[src/rtl/matmul_pkg.sv]
// Shared definitions for the matrix-multiply tile datapath: command op-codes,
// default geometry and the scheduler state encoding.
package matmul_pkg;

    localparam int TILE_DEF  = 4;
    localparam int DIM_W_DEF = 8;

    localparam logic [1:0] CMD_LOAD_A = 2'd0;
    localparam logic [1:0] CMD_LOAD_B = 2'd1;
    localparam logic [1:0] CMD_MAC    = 2'd2;
    localparam logic [1:0] CMD_STORE  = 2'd3;

    typedef enum logic [2:0] {
        ST_IDLE        = 3'd0,
        ST_CHECK       = 3'd1,
        ST_ISSUE_A     = 3'd2,
        ST_ISSUE_B     = 3'd3,
        ST_ISSUE_MAC   = 3'd4,
        ST_ISSUE_STORE = 3'd5,
        ST_DONE        = 3'd6,
        ST_ERR         = 3'd7
    } state_e;

endpackage

[src/rtl/tile_counter.sv]
// Nested tile-index counter: k innermost, then j, then i. Each advance steps
// k; a k wrap carries into j, a j wrap carries into i.
module tile_counter
    import matmul_pkg::*;
#(
    parameter int DIM_W = DIM_W_DEF
) (
    input  logic             clock,
    input  logic             reset,
    input  logic             i_clear,
    input  logic             i_advance,
    input  logic [DIM_W-1:0] i_n_i,
    input  logic [DIM_W-1:0] i_n_j,
    input  logic [DIM_W-1:0] i_n_k,
    output logic [DIM_W-1:0] o_ti,
    output logic [DIM_W-1:0] o_tj,
    output logic [DIM_W-1:0] o_tk,
    output logic             o_last_k,
    output logic             o_last_tile
);

    logic [DIM_W-1:0] r_ti, r_tj, r_tk;
    logic             w_last_i, w_last_j, w_last_k;

    assign w_last_i = (r_ti == i_n_i - 1'b1);
    assign w_last_j = (r_tj == i_n_j - 1'b1);
    assign w_last_k = (r_tk == i_n_k - 1'b1);

    // Step the (i, j, k) triple with carries from k into j into i.
    // NOTE: sequential state uses non-blocking (<=) so every register sees pre-edge values.
    always_ff @(posedge clock or negedge reset) begin
        if (!reset) begin
            r_ti <= '0;
            r_tj <= '0;
            r_tk <= '0;
        end else if (i_clear) begin
            r_ti <= '0;
            r_tj <= '0;
            r_tk <= '0;
        end else if (i_advance) begin
            if (!w_last_k) begin
                r_tk <= r_tk + 1'b1;
            end else begin
                r_tk <= '0;
                if (!w_last_j) begin
                    r_tj <= r_tj + 1'b1;
                end else begin
                    r_tj <= '0;
                    r_ti <= w_last_i ? '0 : r_ti + 1'b1;
                end
            end
        end
    end

    assign o_ti        = r_ti;
    assign o_tj        = r_tj;
    assign o_tk        = r_tk;
    assign o_last_k    = w_last_k;
    assign o_last_tile = w_last_i && w_last_j && w_last_k;

endmodule

[src/rtl/tile_scheduler.sv]
// Tile command sequencer for C = A x B. Latches the dimensions on start,
// validates them, then streams LOAD_A/LOAD_B/MAC per k step and a STORE per
// (i, j) tile over a valid/ready handshake.
// Optional: define TILE_SCHED_PERF_EN to add busy/stall cycle counters.
module tile_scheduler
    import matmul_pkg::*;
#(
    parameter int TILE  = TILE_DEF,
    parameter int DIM_W = DIM_W_DEF
) (
    input  logic             clock,
    input  logic             reset,
    input  logic             start,
    input  logic [DIM_W-1:0] a_rows,
    input  logic [DIM_W-1:0] a_cols,
    input  logic [DIM_W-1:0] b_rows,
    input  logic [DIM_W-1:0] b_cols,
    output logic             cmd_valid,
    input  logic             cmd_ready,
    output logic [1:0]       cmd_op,
    output logic [DIM_W-1:0] cmd_row,
    output logic [DIM_W-1:0] cmd_col,
    output logic             cmd_first,
    output logic             cmd_last,
    output logic             busy,
    output logic             done,
`ifdef TILE_SCHED_PERF_EN
    output logic [31:0]      perf_busy_cycles,
    output logic [31:0]      perf_stall_cycles,
`endif
    output logic             error
);

    localparam int LOG2_TILE = $clog2(TILE);

    state_e           r_state, w_next;
    logic [DIM_W-1:0] r_a_rows, r_a_cols, r_b_rows, r_b_cols;
    logic [DIM_W-1:0] r_n_i, r_n_j, r_n_k;
    logic [DIM_W-1:0] w_ti, w_tj, w_tk;
    logic [DIM_W-1:0] w_ti_off, w_tj_off, w_tk_off;
    logic             w_last_k, w_last_tile;
    logic             w_clear, w_advance, w_xfer, w_dim_err, w_start;

    // Tile count computed one bit wider so a dimension of 2^DIM_W-1 cannot wrap.
    function automatic logic [DIM_W-1:0] ceil_tiles(input logic [DIM_W-1:0] n);
        logic [DIM_W:0] sum;
        sum = {1'b0, n} + (DIM_W+1)'(TILE - 1);
        return DIM_W'(sum >> LOG2_TILE);
    endfunction

    assign w_start   = (r_state == ST_IDLE) && start;
    assign w_xfer    = cmd_valid && cmd_ready;
    assign w_dim_err = (r_a_cols != r_b_rows) || (r_a_rows == '0) || (r_a_cols == '0)
                    || (r_b_rows == '0) || (r_b_cols == '0);

    // Capture the job dimensions on the accepted start edge.
    always_ff @(posedge clock or negedge reset) begin
        if (!reset) begin
            r_a_rows <= '0;
            r_a_cols <= '0;
            r_b_rows <= '0;
            r_b_cols <= '0;
        end else if (w_start) begin
            r_a_rows <= a_rows;
            r_a_cols <= a_cols;
            r_b_rows <= b_rows;
            r_b_cols <= b_cols;
        end
    end

    // Derive the tile loop bounds during the single CHECK cycle.
    always_ff @(posedge clock or negedge reset) begin
        if (!reset) begin
            r_n_i <= '0;
            r_n_j <= '0;
            r_n_k <= '0;
        end else if (r_state == ST_CHECK) begin
            r_n_i <= ceil_tiles(r_a_rows);
            r_n_j <= ceil_tiles(r_b_cols);
            r_n_k <= ceil_tiles(r_a_cols);
        end
    end

    tile_counter #(.DIM_W(DIM_W)) u_counter (
        .clock       (clock),
        .reset       (reset),
        .i_clear     (w_clear),
        .i_advance   (w_advance),
        .i_n_i       (r_n_i),
        .i_n_j       (r_n_j),
        .i_n_k       (r_n_k),
        .o_ti        (w_ti),
        .o_tj        (w_tj),
        .o_tk        (w_tk),
        .o_last_k    (w_last_k),
        .o_last_tile (w_last_tile)
    );

    // State register.
    always_ff @(posedge clock or negedge reset) begin
        if (!reset) r_state <= ST_IDLE;
        else        r_state <= w_next;
    end

    // Next-state and counter control; issue states only move on a transfer.
    // NOTE: every signal driven here gets a default first so no latch is inferred.
    always_comb begin
        w_next    = r_state;
        w_clear   = 1'b0;
        w_advance = 1'b0;
        case (r_state)
            ST_IDLE:      if (start) w_next = ST_CHECK;
            ST_CHECK: begin
                w_clear = 1'b1;
                w_next  = w_dim_err ? ST_ERR : ST_ISSUE_A;
            end
            ST_ISSUE_A:   if (w_xfer) w_next = ST_ISSUE_B;
            ST_ISSUE_B:   if (w_xfer) w_next = ST_ISSUE_MAC;
            ST_ISSUE_MAC: begin
                if (w_xfer) begin
                    if (w_last_k) begin
                        w_next = ST_ISSUE_STORE;
                    end else begin
                        w_advance = 1'b1;
                        w_next    = ST_ISSUE_A;
                    end
                end
            end
            ST_ISSUE_STORE: begin
                if (w_xfer) begin
                    w_advance = 1'b1;
                    w_next    = w_last_tile ? ST_DONE : ST_ISSUE_A;
                end
            end
            ST_DONE:      w_next = ST_IDLE;
            ST_ERR:       w_next = ST_IDLE;
            default:      w_next = ST_IDLE;
        endcase
    end

    assign w_ti_off = w_ti << LOG2_TILE;
    assign w_tj_off = w_tj << LOG2_TILE;
    assign w_tk_off = w_tk << LOG2_TILE;

    // Command fields decode from registered state and indices, so they are
    // stable for as long as the state holds waiting on cmd_ready.
    always_comb begin
        cmd_valid = 1'b0;
        cmd_op    = CMD_LOAD_A;
        cmd_row   = '0;
        cmd_col   = '0;
        cmd_first = 1'b0;
        cmd_last  = 1'b0;
        case (r_state)
            ST_ISSUE_A: begin
                cmd_valid = 1'b1;
                cmd_op    = CMD_LOAD_A;
                cmd_row   = w_ti_off;
                cmd_col   = w_tk_off;
            end
            ST_ISSUE_B: begin
                cmd_valid = 1'b1;
                cmd_op    = CMD_LOAD_B;
                cmd_row   = w_tk_off;
                cmd_col   = w_tj_off;
            end
            ST_ISSUE_MAC: begin
                cmd_valid = 1'b1;
                cmd_op    = CMD_MAC;
                cmd_row   = w_ti_off;
                cmd_col   = w_tj_off;
                cmd_first = (w_tk == '0);
                cmd_last  = w_last_k;
            end
            ST_ISSUE_STORE: begin
                cmd_valid = 1'b1;
                cmd_op    = CMD_STORE;
                cmd_row   = w_ti_off;
                cmd_col   = w_tj_off;
            end
            default: ;
        endcase
    end

    assign busy  = (r_state != ST_IDLE);
    assign done  = (r_state == ST_DONE) || (r_state == ST_ERR);
    assign error = (r_state == ST_ERR);

`ifdef TILE_SCHED_PERF_EN
    logic [31:0] r_perf_busy, r_perf_stall;

    // Saturating job counters, cleared on reset and on each accepted start.
    always_ff @(posedge clock or negedge reset) begin
        if (!reset) begin
            r_perf_busy  <= '0;
            r_perf_stall <= '0;
        end else if (w_start) begin
            r_perf_busy  <= '0;
            r_perf_stall <= '0;
        end else begin
            if (busy && (r_perf_busy != '1))
                r_perf_busy <= r_perf_busy + 1'b1;
            if (cmd_valid && !cmd_ready && (r_perf_stall != '1))
                r_perf_stall <= r_perf_stall + 1'b1;
        end
    end

    assign perf_busy_cycles  = r_perf_busy;
    assign perf_stall_cycles = r_perf_stall;
`endif

endmodule

[config.mk]
export PLATFORM = sky130hd
export DESIGN_NAME = tile_scheduler
export DESIGN_NICKNAME = d
export VERILOG_FILES = /design/src/rtl/matmul_pkg.sv /design/src/rtl/tile_counter.sv /design/src/rtl/tile_scheduler.sv
export SDC_FILE = /design/constraint.sdc
export NUM_CORES = 1
export LEC_CHECK = 0
export BUFFER_PORTS_ARGS = -buffer_cell sky130_fd_sc_hd__buf_4
export CELL_PAD_IN_SITES_DETAIL_PLACEMENT = 1
export CELL_PAD_IN_SITES_GLOBAL_PLACEMENT = 1
export CORE_MARGIN = 4
export CORE_UTILIZATION = 30
export CTS_CLUSTER_DIAMETER = 200
export CTS_CLUSTER_SIZE = 14
export DETAILED_ROUTE_END_ITERATION = 12
export PLACE_DENSITY = 0.56
export SYNTH_ARGS = -nofsm -noshare
export SYNTH_HDL_FRONTEND = slang
export SYNTH_HIERARCHICAL = 1
export SYNTH_SLANG_ARGS = --single-unit
export TNS_END_PERCENT = 10
[constraint.sdc]
create_clock -name clock -period 9.25 [get_ports clock]
set_input_delay 1.85 -clock clock [delete_from_list [all_inputs] [get_ports clock]]
set_output_delay 1.85 -clock clock [all_outputs]
set_load 0.03 [all_outputs]
### Word level (Yosys, flattened, before mapping)

Index checks and enable logic that the tools add are counted.

| storage, ports and cells | value |
|---|---|
| output and inout port bits | 24 |
| input bits | 36 |
| register bits | 80 |

| cells by class | value |
|---|---|
| eq/ne operators | 16 |
| reductions and logical operators | 26 |
| muxes and demuxes | 32 |
| add/subtract/negate cells | 9 |

Operators by type and width:

| kind | number |
|---|---|
| $mux 8 | 12 |
| $logic_not 8->1 | 5 |
| $pmux 8 s2 | 2 |
| $add 8x2->9 const B | 3 |
| $add 8x1->8 const B | 3 |
| $eq 8x8->1 | 3 |
| $mux 3 | 8 |
| $sub 7x1->8 const B | 3 |
| $pmux 3 s7 | 1 |
| $eq 3x3->1 const B | 4 |
| $ne 2x2->1 const B | 5 |
| $ne 8x8->1 | 1 |
| $mux 1 | 7 |
| $eq 3x2->1 const B | 2 |
| $pmux 2 s3 | 1 |
| $reduce_bool 2->1 | 3 |
| $reduce_or 3->1 | 2 |
| $logic_or 1x1->1 | 5 |
| $reduce_and 5->1 | 1 |
| $logic_and 1x1->1 | 4 |
| $reduce_or 4->1 | 1 |
| $eq 3x1->1 const B | 1 |
| $logic_not 3->1 | 1 |
| $reduce_and 3->1 | 1 |
| other kinds (4) | 4 |

### Depth between registers and ports, before layout

Gate-level depths: netlist of the first run.

| depth | value |
|---|---|
| depth after elaboration | 8 |
| mapped depth | 16 |
| gate-level depth less buffers | 16 |

### Hierarchy

Netlist of the first run, hierarchy kept.

Modules (own cells, without submodules):

| module | area each (um^2) | cells an instance | seq. area each (um^2) | times used |
|---|---|---|---|---|
| tile_scheduler | 3026.7 | 299 | 1401.3 | 1 |
| tile_counter | 2082.0 | 240 | 600.6 | 1 |

### Worst setup path before layout of the first run

Ideal clock, no wire load.

| timing | value |
|---|---|
| path kind | reg2out |
| start point | reg r_n_k[0] |
| end point | out cmd_last |
| cell stages (with the launch flop) | 8 |
| buffers on the path | 0 |
| data arrival time | 2330 ps |
| slack | 5070 ps |
| required time | 7400 ps |
| path through | dfrtp_1 -> or4_4 -> or4_1 -> o211ai_2 -> a31o_4 -> o2111ai_1 -> inv_1 -> and3_1 |

| between the ends | value |
|---|---|
| longest elaborated chain between the ends | 3 |

RTL lines:

| what | RTL line | RTL |
|---|---|---|
| from (decl) | tile_scheduler.sv:38 | `logic [DIM_W-1:0] r_n_i, r_n_j, r_n_k;` |
| from (signal assigned) | tile_scheduler.sv:80 | `r_n_k <= ceil_tiles(r_a_cols);` |
| $sub 7x1->8 | tile_counter.sv:27 | `assign w_last_k = (r_tk == i_n_k - 1'b1);` |
| $eq 8x8->1 | tile_counter.sv:27 |  |
| named net w_last_k | tile_scheduler.sv:41 | `logic w_last_k, w_last_tile;` |
| $mux 1 | tile_scheduler.sv:154 | `case (r_state)` |
| to (decl) | tile_scheduler.sv:24 | `output logic cmd_last,` |

The timed path passes the listed nets, and every way through them passes these cells.

### Worst setup path in the final report of the first run

Same ends and word-level chain as after synthesis.

==> results of run 1 <==
-- registers in the layout (all words and copies together), names as in the netlist --
register        count
u_counter/o_tk      8
r_n_i               7
r_n_k               7
r_state             3
r_n_j               7
u_counter/o_tj      8
r_a_cols            8
r_b_cols            8
u_counter/o_ti      8
r_b_rows            8
r_a_rows            8
-- Yosys cell counts, types with 6 or more instances --
cell type | count | area share
dfrtp_1 | 80 | 0.39
nand2_1 | 64 | 0.047
o21ai_0 | 40 | 0.039
mux2_2 | 28 | 0.062
xnor2_1 | 27 | 0.046
xor2_1 | 25 | 0.043
nor2_1 | 20 | 0.015
nor3_1 | 19 | 0.019
a21oi_1 | 15 | 0.015
nand3_1 | 15 | 0.015
inv_1 | 14 | 0.010
mux2i_1 | 13 | 0.025
nor4_1 | 12 | 0.015
and3_1 | 11 | 0.013
nand2b_1 | 10 | 0.012
buf_2 | 9 | 0.0088
clkbuf_1 | 8 | 0.0059
ha_1 | 8 | 0.020
nor2b_1 | 8 | 0.0098
o31ai_1 | 7 | 0.010
a22o_1 | 6 | 0.010
a32o_1 | 6 | 0.012
o211ai_1 | 6 | 0.0088
-- power groups by stage --
stage                     sequential (W)  combinational, W  clock, W
after floorplan                 0.000605          0.000698         0
after global placement          0.000686          0.000809         0
after detailed placement        0.000696          0.000827         0
after CTS                       0.000689          0.000832  0.000393
after global routing            0.000719          0.000919  0.000408
final                           0.000687          0.000819  0.000380
-- cell type report --
cell class	instances	area, µm²	area share
clock buffers	10	229	0.0382
clock inverters	5	82.6	0.0138
inverters	16	60.1	0.0100
multi-input cells	424	2920	0.487
flip-flops and latches	80	2000	0.334
well taps	220	275	0.0459
repair buffers	57	428	0.0714
-- through the flow --
step                area [µm²]  total power [W]  worst slack, ns
finish                    6000          0.00189             4.53
global route              6000          0.00205             4.35
CTS                       6000          0.00191             4.49
detailed placement        5680          0.00152             4.86
global placement          5680          0.00149             4.94
floorplan                 5130          0.00130             5.07
-- layer usage --
layer / wire length, µm / vias up / share of wire
li1: - / 2055 / -
met2: 6050 / 72 / 0.44
met1: 6950 / 2061 / 0.51
met5: 0 / - / 0
met3: 464 / 11 / 0.034
met4: 204 / 0 / 0.015
-- critical path: stages, from the launching register on --
cell,delay (ns)
dfrtp_1,0.44
or4_4,0.55
or4_1,0.53
o211ai_2,0.10
a31o_4,0.13
o2111ai_1,0.25
inv_1,0.20
and3_1,0.17
buf_4,0.16
-- final timing paths --
| check | start | to | cells past startpoint |
|---|---|---|---|
| max | r_n_k[0] | cmd_last | 8 |
| min | r_b_rows[1] | r_b_rows[1] | 1 |
| max reg2reg | r_n_k[0] | u_counter/o_tj[0] | 13 |
| min reg2reg | r_b_rows[1] | r_b_rows[1] | 1 |
| max in group asynchronous | reset | r_b_rows[5] | 1 |
| min in group asynchronous | reset | r_state[1] | 1 |
-- kinds of logic after synthesis --
| logic type | after synthesis | share of synthesized area |
|---|---|---|
| multiplexers | 46 | 0.0982 |
| other | 1 | 0.000734 |
| XOR/XNOR | 52 | 0.0892 |
| adder cells (fa/ha/maj) | 9 | 0.0216 |
| AND/OR/NAND/NOR | 191 | 0.197 |
| buffers and inverters | 41 | 0.0411 |
| AO/OA/AOI/OAI | 119 | 0.161 |
| flip-flops | 80 | 0.392 |
==> results.json, run 1 <==
{
  "port_buffers": 55,
  "grt_max_degree": 81,
  "finalCritPeriodShare": 0.511,
  "p_int_w": 0.00109,
  "combPwrFrac": 0.434,
  "outcome": "finished clean",
  "finalSetupViolations": 0,
  "power_frac_clock": 0.202,
  "die_h_um": 138,
  "power_switching_w": 0.000794,
  "slew_headroom": 0.260,
  "top_usage_layer": "met2",
  "yosysSeqAreaShare": 0.392,
  "clock_latency_ns": 0.34,
  "synth_area_um2": 5110,
  "vias": 4199,
  "post_cts_buffers": 0,
  "viasPerCell": 5.17,
  "final_cells": 812,
  "startpoint_type": "flip-flop",
  "drv_slew": 0,
  "postCtsHoldBufs": 0,
  "htreeDepth": 3,
  "ctsResizeCount": 0,
  "boundaryPins": 60,
  "fin_crit_ns": 4.72,
  "grt_use_total": 0.146,
  "gp_congestion": 0.797,
  "nets": 632,
  "use_met3": 0.0235,
  "ys_seq_elements": 80,
  "drc": 0,
  "fill_cells": 1898,
  "layout_common_cells": "80 x dfrtp_1, 64 x nand2_1, 57 x buf_4",
  "n_antenna_cell": 0,
  "hold_path.class": "reg2reg",
  "grt_util_met2": 0.229,
  "drt_wl_total_um": 13700,
  "swShare": 0.421,
  "dr.pass1.iters": 4,
  "wl_per_cell_um": 16.8,
  "clock-root-buffer": "clkbuf_16",
  "path_class": "reg2out",
  "core-area_um2": 16600,
  "maxCapViolCount": 0,
  "clock_skew_ns": 0.00564,
  "syn-instance-count": 539,
  "cts_buffer_depth": 2,
  "ys_warn_count": 6,
  "place_inst": 797,
  "cts_tree": "yes",
  "synth_cell_types": 72,
  "initial_core_util": 0.307,
  "clkSinkCount": 80,
  "max_freq_mhz": 212,
  "drive_gt1_frac": 0.193,
  "antenna_left": 0,
  "dp_hpwl_um": 10000,
  "cellPowerDensity_nw_per_um2": 315,
  "ir_worst_vdd_mv": 0.112,
  "grt_pass1_wl_um": 23300,
  "synth_area_per_cell_um2": 9.48,
  "p_leak_nw": 2.56,
  "area_growth_pct": 17.4,
  "ff2ff_setup_slack_ns": 5.16,
  "holdWs_ns": 0.535,
  "tightest_slew_ns": 1.10,
  "mostFrequentLayoutCell": "dfrtp_1",
  "initialDrtViolationCount": 171,
  "placementRows": 47,
  "cp-end-kind": "output port",
  "finalHoldViolations": 0,
  "clk_pin_slew_ns": 0.06,
  "critPathMaxFanout": 6,
  "tns_ns": 0,
  "dieArea_um2": 19200,
  "grt_use_met1": 0.205,
  "antenna_found_initial": 0,
  "cp.arrival_ns": 2.87,
  "die_w_um": 138,
  "synth-main-ff-cell": "dfrtp_1",
  "numCtsBuffers": 9,
  "rsz0062_at_grt": "no",
  "finish.utilization": 0.360,
  "overflow": 0,
  "cp_data_required_time_ns": 7.40,
  "seqPwrFrac": 0.364,
  "synth-edff-count": 0,
  "async_reset_ff_frac": 1.00,
  "grt_pass1_vias": 4444
}
Power figures use the tool's default switching activity.
==> run 2: changes to the inputs <==
Settings changed: ABC_AREA set to 1, PLACE_DENSITY 0.56 to 0.59.
Clock period 9.25 ns to 4.7 ns, I/O delays scaled along.
==> results.json, run 2 <==
{
  "clkSinkCount": 80,
  "tightest_slew_ns": 1.04,
  "antenna_found_initial": 0,
  "power_frac_clock": 0.190,
  "dr.pass1.iters": 4,
  "clock-root-buffer": "clkbuf_16",
  "die_w_um": 140,
  "viasPerCell": 4.60,
  "r2r-start": "r_state[0]",
  "critical_path.top_delay_family": "simple AND/OR/NAND/NOR gates",
  "async_reset_ff_frac": 1.00,
  "synth_area_um2": 5220,
  "drt_wl_total_um": 14300,
  "layout_common_cells": "230 x nand2_1, 105 x nor2_1, 92 x inv_1",
  "hold_path.startpoint": "r_n_i[1]",
  "cts_tree": "yes",
  "rsz0062_at_grt": "no",
  "clock_skew_ns": 0.00990,
  "boundaryPins": 60,
  "postCtsHoldBufs": 0,
  "seq_area_um2": 2000,
  "vias": 4747,
  "placementRows": 47,
  "ctsResizeCount": 0,
  "multi_input_area_um2": 2750,
  "initialDrtViolationCount": 176,
  "cp_data_required_time_ns": 3.76,
  "grt_max_degree": 81,
  "cp.arrival_ns": 2.44,
  "holdWs_ns": 0.490,
  "finalPower_w": 0.00393,
  "finalSetupViolations": 0,
  "area_growth_pct": 17.7,
  "path_class": "reg2out",
  "critPathMaxStageDelay_ns": 0.40,
  "ir_worst_vdd_mv": 0.194,
  "grt_pass1_vias": 4912,
  "overflow": 0,
  "dp_hpwl_um": 11200,
  "cts_buffer_depth": 2,
  "grt_use_total": 0.153,
  "wl_per_cell_um": 13.8,
  "synth-edff-count": 0,
  "slew_headroom": 0.306,
  "outcome": "finished clean",
  "p_leak_nw": 3.15,
  "finalCritPeriodShare": 0.719,
  "path_buf_inv": 4,
  "power_switching_w": 0.00186,
  "gp_congestion": 0.775,
  "seqPwrFrac": 0.313,
  "grt_pass1_wl_um": 24700,
  "drc": 0,
  "r2r_end": "u_counter/o_tk[7]",
  "htreeDepth": 3,
  "core-area_um2": 16800,
  "startpoint_type": "flip-flop",
  "yosysMostFrequentCell": "nand2_1",
  "preCtsSetupSlack_ns": 1.54,
  "cellPowerDensity_nw_per_um2": 640,
  "initial_core_util": 0.310,
  "numCtsBuffers": 9,
  "finalHoldViolations": 0,
  "synth_cell_types": 42,
  "yosysSeqAreaShare": 0.384,
  "fin_ws_ns": 1.32,
  "ys_warn_count": 6,
  "syn-instance-count": 752,
  "ff2ff_setup_slack_ns": 1.60,
  "fill_cells": 2213,
  "critPathMaxFanout": 4,
  "port_buffers": 55,
  "hold_path_depth": 2,
  "max_freq_mhz": 296,
  "nets": 852,
  "synth_top_area_frac": 0.384,
  "antenna_left": 0,
  "ys_top_cells_by_area": "dfrtp_1 38%, nand2_1 17%, nor2_1 7.6%",
  "clk_pin_slew_ns": 0.06,
  "hold_end": "r_n_i[1]",
  "fin_crit_ns": 3.38,
  "cp_common_cell": "inv_1",
  "yosysTopAreaCell": "dfrtp_1",
  "swShare": 0.473,
  "p_int_w": 0.00207,
  "drive_gt1_frac": 0.139,
  "ys_top_cells_by_count": "230 x nand2_1, 105 x nor2_1, 92 x inv_1",
  "cp-end-kind": "output port",
  "synth_area_per_cell_um2": 6.94,
  "rr_worst_depth": 13,
  "crit_slowest_cell": "dfrtp_1",
  "combPwrFrac": 0.497,
  "drv_slew": 0,
  "n_antenna_cell": 0,
  "maxCapViolCount": 0,
  "synth-main-ff-cell": "dfrtp_1",
  "hold_path.class": "reg2reg",
  "clock_latency_ns": 0.34,
  "die_h_um": 140,
  "dieArea_um2": 19600,
  "post_cts_buffers": 0,
  "crit_chain": "inv_1 -> ha_1 -> xor2_1 -> nand2_1 -> nor2_1 -> nand2_1 -> nor2_2 -> nand2_2 -> inv_1 -> inv_1 -> nor2_1 -> buf_4",
  "tns_ns": 0,
  "ys_seq_elements": 80,
  "mostFrequentLayoutCell": "nand2_1"
}
[run 2: changes by cell type in the layout (fill, tap and decap cells not counted), sizes merged, moves of 11 or more]
cell,previous run,this run
a21oi,15,37
and3,12,1
inv,15,99
mux2,33,4
mux2i,13,0
nand2,64,243
nand2b,11,0
nand3,15,50
nand4,4,15
nor2,21,112
nor3,21,6
nor4,13,1
o21ai,46,24
xnor2,27,9
[run 2: power by group through the flow]
stage                     sequential [W]  combinational (W)  clock, W
final                            0.00123            0.00195  0.000748
after global routing             0.00128            0.00225  0.000809
after CTS                        0.00124            0.00199  0.000778
after detailed placement         0.00125            0.00198         0
after global placement           0.00123            0.00193         0
after floorplan                  0.00116            0.00155         0
[run 2: cells by family after synthesis]
logic type | Yosys count | share of synthesized area
AO/OA/AOI/OAI | 72 | 0.0767
XOR/XNOR | 31 | 0.0520
adder cells (fa/ha/maj) | 8 | 0.0192
buffers and inverters | 117 | 0.0937
flip-flops | 80 | 0.384
multiplexers | 4 | 0.00863
other | 1 | 0.000719
AND/OR/NAND/NOR | 439 | 0.365
[run 2: layout make-up]
cell class	count	area share
flip-flops and latches	80	0.326
well taps	220	0.0448
clock inverters	5	0.0106
inverters	100	0.0611
clock buffers	11	0.0412
repair buffers	56	0.0685
multi-input cells	561	0.448
[run 2: worst max-delay path by stage]
stage                    start                 to  depth (start not counted)
floorplan           r_state[2]         cmd_col[2]                          5
global placement    r_state[0]  u_counter/o_tk[7]                         13
detailed placement  r_state[0]  u_counter/o_tk[7]                         13
CTS                   r_n_k[0]           cmd_last                         12
global route        r_state[0]  u_counter/o_tk[7]                         13
finish                r_n_k[0]           cmd_last                         12
[run 2: per-stage QoR]
step | cells | instance area [µm²] | util
after detailed placement | 1017 | 5820 | 0.346
after global routing | 1033 | 6140 | 0.365
after floorplan | 758 | 5240 | -
final | 1033 | 6140 | 0.365
after CTS | 1033 | 6140 | 0.365
after global placement | 1017 | 5820 | 0.346
[run 2: worst min-delay path, stage by stage, from the launching register on]
cell and delay [ns]:
dfrtp_1 0.35, nand2_1 0.06, nand2_1 0.05
[run 2: routing by layer]
layer | share of wire | GRT usage | up-vias | wire (µm)
met3 | 0.031 | 0.0225 | 11 | 441
met1 | 0.51 | 0.216 | 2215 | 7250
li1 | - | - | 2457 | -
met2 | 0.45 | 0.243 | 64 | 6400
met4 | 0.013 | 0.0459 | 0 | 192
met5 | 0 | 0 | - | 0
